### config.mk
export PLATFORM = sky130hd
export DESIGN_NAME = aes_key_schedule_gen
export DESIGN_NICKNAME = d
export VERILOG_FILES = /design/src/rtl/aes_key_schedule_gen.sv
export SDC_FILE = /design/constraint.sdc
export NUM_CORES = 2
export LEC_CHECK = 0
export ABC_CLOCK_PERIOD_IN_PS = 5000
export CAP_MARGIN = 20
export CORE_AREA = 5 5 596 598
export DETAILED_ROUTE_END_ITERATION = 8
export DIE_AREA = 0 0 601 603
export HOLD_SLACK_MARGIN = 0.03
export PLACE_DENSITY = 0.37
export SLEW_MARGIN = 20
export SYNTH_ARGS = -nofsm -noshare
export SYNTH_HDL_FRONTEND = slang
export SYNTH_SLANG_ARGS = --single-unit
### constraint.sdc
create_clock -name CLK -period 5 [get_ports CLK]
set_input_delay 0.75 -clock CLK [delete_from_list [all_inputs] [get_ports CLK]]
set_output_delay 0.75 -clock CLK [all_outputs]
set_load 0.005 [all_outputs]
### src/rtl/aes_key_schedule_gen.sv
// Iterative AES-128 key expansion: one round key per clock, packed last-round-first
// into an 11-slice schedule bus for the downstream inverse cipher.
module aes_key_schedule_gen (
    input  logic          CLK,
    input  logic          RST_N,
    input  logic          start,
    input  logic [127:0]  key,
    output logic [1407:0] wordout,
    output logic          busy,
    output logic          done,
    output logic          key_valid
);

    typedef enum logic [1:0] {IDLE, EXPAND, DONE} state_t;

    // Forward S-box, entry 0x00 in the most significant byte.
    localparam logic [2047:0] SBOX_TBL = {
        128'h637c777bf26b6fc53001672bfed7ab76, 128'hca82c97dfa5947f0add4a2af9ca472c0,
        128'hb7fd9326363ff7cc34a5e5f171d83115, 128'h04c723c31896059a071280e2eb27b275,
        128'h09832c1a1b6e5aa0523bd6b329e32f84, 128'h53d100ed20fcb15b6acbbe394a4c58cf,
        128'hd0efaafb434d338545f9027f503c9fa8, 128'h51a3408f929d38f5bcb6da2110fff3d2,
        128'hcd0c13ec5f974417c4a77e3d645d1973, 128'h60814fdc222a908846eeb814de5e0bdb,
        128'he0323a0a4906245cc2d3ac629195e479, 128'he7c8376d8dd54ea96c56f4ea657aae08,
        128'hba78252e1ca6b4c6e8dd741f4bbd8b8a, 128'h703eb5664803f60e613557b986c11d9e,
        128'he1f8981169d98e949b1e87e9ce5528df, 128'h8ca1890dbfe6426841992d0fb054bb16
    };

    function automatic logic [7:0] sbox(input logic [7:0] b);
        sbox = SBOX_TBL[{~b, 3'b000} +: 8];
    endfunction

    function automatic logic [7:0] xtime(input logic [7:0] x);
        xtime = {x[6:0], 1'b0} ^ (x[7] ? 8'h1B : 8'h00);
    endfunction

    state_t          state_q, state_d;
    logic [3:0]      rnd_q, rnd_d;
    logic [7:0]      rcon_q, rcon_d;
    logic [127:0]    prev_q, prev_d;
    logic [1407:0]   wordout_q, wordout_d;
    logic            busy_q, busy_d;
    logic            done_q, done_d;
    logic            key_valid_q, key_valid_d;

    logic [31:0]     p0, p1, p2, p3, rot, t, n0, n1, n2, n3;
    logic [127:0]    next_rk;
    logic [3:0]      slot;

    // Round function: RotWord, four parallel S-box lookups, rcon, then the XOR chain.
    always_comb begin
        {p0, p1, p2, p3} = prev_q;
        rot     = {p3[23:0], p3[31:24]};
        t       = {sbox(rot[31:24]), sbox(rot[23:16]), sbox(rot[15:8]), sbox(rot[7:0])}
                  ^ {rcon_q, 24'h0};
        n0      = p0 ^ t;
        n1      = p1 ^ n0;
        n2      = p2 ^ n1;
        n3      = p3 ^ n2;
        next_rk = {n0, n1, n2, n3};
        slot    = 4'd10 - rnd_q;
    end

    always_comb begin
        state_d     = state_q;
        rnd_d       = rnd_q;
        rcon_d      = rcon_q;
        prev_d      = prev_q;
        wordout_d   = wordout_q;
        busy_d      = busy_q;
        done_d      = 1'b0;
        key_valid_d = key_valid_q;
        case (state_q)
            IDLE: begin
                if (start) begin
                    wordout_d[1280 +: 128] = key;
                    prev_d      = key;
                    rnd_d       = 4'd1;
                    rcon_d      = 8'h01;
                    key_valid_d = 1'b0;
                    busy_d      = 1'b1;
                    state_d     = EXPAND;
                end
            end
            EXPAND: begin
                for (int k = 0; k < 11; k++) begin
                    if (slot == 4'(k)) wordout_d[k*128 +: 128] = next_rk;
                end
                prev_d = next_rk;
                rnd_d  = rnd_q + 4'd1;
                rcon_d = xtime(rcon_q);
                if (rnd_q == 4'd10) begin
                    state_d     = DONE;
                    busy_d      = 1'b0;
                    done_d      = 1'b1;
                    key_valid_d = 1'b1;
                end
            end
            DONE: begin
                state_d = IDLE;
            end
            default: begin
                state_d = IDLE;
            end
        endcase
    end

    always_ff @(posedge CLK or negedge RST_N) begin
        if (!RST_N) begin
            state_q     <= IDLE;
            rnd_q       <= 4'd0;
            rcon_q      <= 8'h01;
            prev_q      <= '0;
            wordout_q   <= '0;
            busy_q      <= 1'b0;
            done_q      <= 1'b0;
            key_valid_q <= 1'b0;
        end else begin
            state_q     <= state_d;
            rnd_q       <= rnd_d;
            rcon_q      <= rcon_d;
            prev_q      <= prev_d;
            wordout_q   <= wordout_d;
            busy_q      <= busy_d;
            done_q      <= done_d;
            key_valid_q <= key_valid_d;
        end
    end

    assign wordout   = wordout_q;
    assign busy      = busy_q;
    assign done      = done_q;
    assign key_valid = key_valid_q;

endmodule
Word level (Yosys, flattened, before mapping)
Index checks and enable logic that the tools add are counted.

cells by class
  $add $sub $neg = 2
  equal/unequal tests = 15
  shifts and indexed selects = 4
  mux-type cells = 20
  bitwise gates (word level) = 10
  reductions and logical operators = 17

operator list
  kind                        number
  $shiftx 2048x12->8 const A  4
  $pmux 128 s2                2
  $mux 128                    2
  $xor 32x32->32              5
  $not 8->8                   4
  $reduce_and 2->1            12
  $eq 4x3->1 const B          4
  $eq 4x4->1 const B          4
  $pmux 8 s2                  1
  $eq 4x2->1 const B          2
  $mux 8                      1
  $pmux 4 s2                  1
  $xor 8x5->8                 1
  $mux 1                      6
  $ne 2x2->1 const B          3
  $reduce_and 3->1            2
  $mux 5                      1
  $add 4x1->4 const B         1
  $eq 4x1->1 const B          1
  $logic_not 4->1             1
  $mux 2                      2
  $mux 4                      1
  $pmux 1 s2                  2
  $pmux 2 s2                  1
  other kinds (4)             4

word-level totals
  bits in registers = 1553
  input bits = 131
  output and inout port bits = 1411
  logic and storage cells = 86

Depth between registers and ports, before layout
  word-level depth = 9
  depth in mapped cells = 16
  mapped depth without buffers = 11

Least setup slack after synthesis
OpenSTA, ideal clock, no wires.

  path type = register -> register
  start = reg prev_q[25]
  end = reg wordout_q[1092], in the netlist wordout[1092]
  setup time = 0.133 ns
  arrival = 3.850 ns
  data required time = 4.867 ns
  slack = 1.017 ns
  stages on the path, launching flop included = 15
  path buffers = 4
  period minus slack after synthesis = 3.983 ns
  cell sequence = dfrtp_1 > buf_2 > clkinv_1 > ha_1 > buf_2 > clkbuf_1 > mux2_2 > o21bai_1 > mux4_2 > o2111ai_1 > o31ai_4 > xor2_1 > xor2_1 > clkbuf_1 > o21ai_0

on the way
  word-level cells in the longest chain between the ends = 5

ends and longest elaborated chain
  item                    line  text
  from (decl)             39    logic [127:0] prev_q, prev_d;
  from (signal assigned)  121   prev_q <= prev_d;
  $not 8->8               29    sbox = SBOX_TBL[{~b, 3'b000} +: 8];
  $shiftx 2048x12->8      29
  $xor 32x32->32          54    ^ {rcon_q, 24'h0};
  $xor 32x32->32          55    n0 = p0 ^ t;
  $xor 32x32->32          56    n1 = p1 ^ n0;
  to (signal assigned)    122   wordout_q <= wordout_d;
  to (decl)               40    logic [1407:0] wordout_q, wordout_d;

Every way passes these cells.
A chain may end at the register's enable or synchronous reset.

Worst setup path in the final report
  start = reg prev_q[8]
  end = reg wordout_q[1330], in the netlist wordout[1330]

on the way
  word-level cells in the longest chain between the ends = 8

ends and longest elaborated chain
  item                line  text
  $not 8->8           29
  $shiftx 2048x12->8  29
  $xor 32x32->32      54
  $xor 32x32->32      55
  $xor 32x32->32      56
  $xor 32x32->32      57    n2 = p2 ^ n1;
  $mux 128            86    if (slot == 4'(k)) wordout_d[k*128 +: 128] = next_rk;
  $pmux 128 s2        72    case (state_q)

Every way passes these cells. The select of a mux whose other input is x is not followed.

==> results.cfg <==
[routing]
antenna_left = 0
dr.pass1.iters = 5
vias_per_cell = 4.95
wl_per_cell_um = 35.7
num_vias = 69800
remaining_drc_errors = 0
drt_iter0_drc = 6009
routed_wl_mm = 504

[critical_path]
crit_slowest_cell = ha_1
path_delay_family = compound AO/OA/AOI/OAI gates
timing.critical_path.from_type = register
crit_arrival_ps = 5560
crit_chain = inv_1 -> ha_1 -> and2_0 -> o21ai_0 -> a221oi_1 -> o21ai_0 -> and4_1 -> nor3_4 -> xnor3_1 -> buf_12 -> o21ai_0
critical_path_buf_inv_count = 2
path_common_cell = o21ai_0
cpPeakStageDelay_ps = 830
critPathMaxFanout = 15
crit_required_ps = 5720
cp-end-kind = register
critical_path_class = register to register

[synth]
netlist_instances = 7966
ys_ff_latch = 1553
yosys_warnings = 0
ys_seq_area_share_pct = 52.2
avgSynthCellArea_um2 = 9.35
synth-main-ff-cell = dfrtp_1
netlist_area_um2 = 74500
async_flop_share_pct = 100
yosysUniqueCellTypes = 113
synth.area.top_cells = dfrtp_1 (52%), o21ai_0 (10%), nand2_1 (7.8%)
yosysTopAreaCellShare_pct = 52.1
synth_fp_nets = 8162
yosysTopAreaCell = dfrtp_1
synth_edf_count = 0

[placement]
io_buffers = 1541
gp_congestion = 0.931
dp_hpwl_mm = 379
placed_area_um2 = 98200

[floorplanning]
die_area_um2 = 362000
die_y_um = 603
rows = 217
dieWidth_um = 601
core_um2 = 349000
io_pins = 1542
start_util_pct = 21.4

[sta]
clock_skew_ps = 104
period_needed_ps = 4840
worst_pin_slew_ps = 1150
relSlewSlack_pct = 23.0
fmax_mhz = 207
rsz0062_at_grt = false
setup_viol = 0
finalHoldViolations = 0
period_share_pct = 96.7
maxSlewViolCount = 0

[status]
status = complete, no violations

[final_layout]
layout-drive-gt1-share_pct = 11.2
nets = 9532
layout-area-overhead-vs-synth_pct = 40.4
fin_area_um2 = 105000

[clock_tree]
path_clk_slew_ps = 60
htree_levels = 4
cts_buffer_depth = 4
cts_buffers = 192
clock_sinks = 1553
cts_setup_buffers = 0
insertion_delay_ps = 930
clockRootBuffer = clkbuf_16
cts_tree = built

[grt]
track_usage_pct = 26.8
antenna_found_initial = 58
overflow = 0
grt_pass1_wl_mm = 670
grt_max_degree = 160
grt_pass1_vias = 68500

[hold_path]
hp-class = primary input to asynchronous set/reset pin

[job]
drv_cap = 0
-- state kept, by name (all words and copies together) (netlist names) --
register	count
done	1
busy	1
key_valid	1
rcon_q	8
rnd_q	4
prev_q	128
state_q	2
wordout	1408
-- layer usage --
metal | vias up | GRT usage (%) | share of wire, %
li1 | 30700 | - | -
met1 | 35800 | 31.8 | 39
met2 | 2715 | 46.5 | 49
met3 | 565 | 6.29 | 6.7
met4 | 6 | 11.0 | 4.9
met5 | - | 0 | 0.0067
-- worst register-to-register path, delay by kind of cell (launching register included) --
| kind | cells | cell delay, ps |
|---|---|---|
| compound gates | 4 | 1310 |
| simple gates | 3 | 1270 |
| fa+ha+maj | 1 | 840 |
| xor+xnor | 1 | 480 |
| buf+inv | 2 | 450 |
| flops | 1 | 370 |
-- layout make-up --
| type | count | area (µm²) |
|---|---|---|
| antenna | 30 | 75.1 |
| timing repair buffer | 2001 | 20300 |
| inverter | 78 | 293 |
| fill | 36700 | 244000 |
| clock inverter | 45 | 538 |
| clock buffer | 298 | 5740 |
| multi-input combinational | 5510 | 33000 |
| tap | 4599 | 5750 |
| sequential | 1553 | 38900 |
-- synth_stat cells (25+ instances only) --
cell / instances
o22ai_1: 48
a311oi_1: 42
xnor2_1: 114
dfrtp_1: 1552
a31oi_1: 64
buf_2: 150
a21oi_1: 318
mux4_2: 60
o32ai_1: 25
buf_4: 36
inv_1: 65
mux2i_1: 49
and2_1: 34
a211oi_1: 66
o311ai_0: 37
nor3_1: 84
o21ai_0: 1501
o2111ai_1: 28
nor3b_1: 28
nand2_1: 1551
ha_1: 65
o221ai_1: 27
buf_6: 26
o21ai_1: 82
and3_1: 35
a22oi_1: 35
nand2b_1: 98
a21o_1: 61
nor2_1: 249
nand3_1: 98
o211ai_1: 55
xor2_1: 44
nor2b_1: 80
clkbuf_1: 582
o21a_1: 50
o31ai_1: 42
buf_1: 26
-- cells in the final DEF, fill, tap and decap left out, types with 63 or more instances in the layout --
cell type and n:
nand3_1 88, ha_1 64, nand2b_1 97, o21ai_1 82, a211oi_1 66, o21ai_0 1501
buf_12 114, nor2_1 247, inv_1 65, dfrtp_1 1540, clkbuf_16 195, nand2_1 1549
clkdlybuf4s50_1 1540, nor2b_1 79, nor3_1 84, a31oi_1 64, xnor2_1 63, buf_4 345
a21oi_1 317
-- logic make-up after synthesis --
logic type / after synthesis / share of synthesized area, %
xor gates and xnor gates: 196 / 2.91
DFF: 1553 / 52.2
buffers and inverters: 903 / 5.25
and+or+nand+nor: 2395 / 14.0
AOI/OAI and AO/OA: 2722 / 21.8
muxes: 132 / 2.82
adders and majority gates: 65 / 1.09
-- timing repair --
item                                    4_1_cts  5_1_grt
hold endpoints to repair                     68        0
resized for setup                             2        2
endpoints found under the setup margin        8        9
hold buffers                                  1        0
-- worst paths after layout --
kind,start,endpoint,slack [ps],cells after the start
hold reg to reg,wordout[763]$_DFFE_PN0P_,wordout[763]$_DFFE_PN0P_,470,2
min in group CLK,key[107],wordout[1387]$_DFFE_PN0P_,470,3
hold / removal,RST_N,wordout[1133]$_DFFE_PN0P_,400,2
setup / recovery,prev_q[8]$_DFFE_PN0P_,wordout[1330]$_DFFE_PN0P_,160,11
setup reg to reg,prev_q[8]$_DFFE_PN0P_,wordout[1330]$_DFFE_PN0P_,160,11
max in group asynchronous,RST_N,wordout[81]$_DFFE_PN0P_,2950,3
-- through the flow --
stage | setup TNS [ps] | cells | worst slack [ps] | hold WS (ps) | utilization (%)
floorplan | 0 | 7966 | 1020 | 448 | -
global placement | -1280 | 13700 | -189 | 461 | 28.2
detailed placement | -510 | 13700 | -104 | 464 | 28.2
CTS | 0 | 14100 | 36.9 | 380 | 30.0
global route | 0 | 14100 | 28.1 | 440 | 30.0
finish | 0 | 14100 | 164 | 402 | 30.0
Power is not shown: default switching activity piles up to over one toggle a cycle in this logic, so the estimate is an artifact.
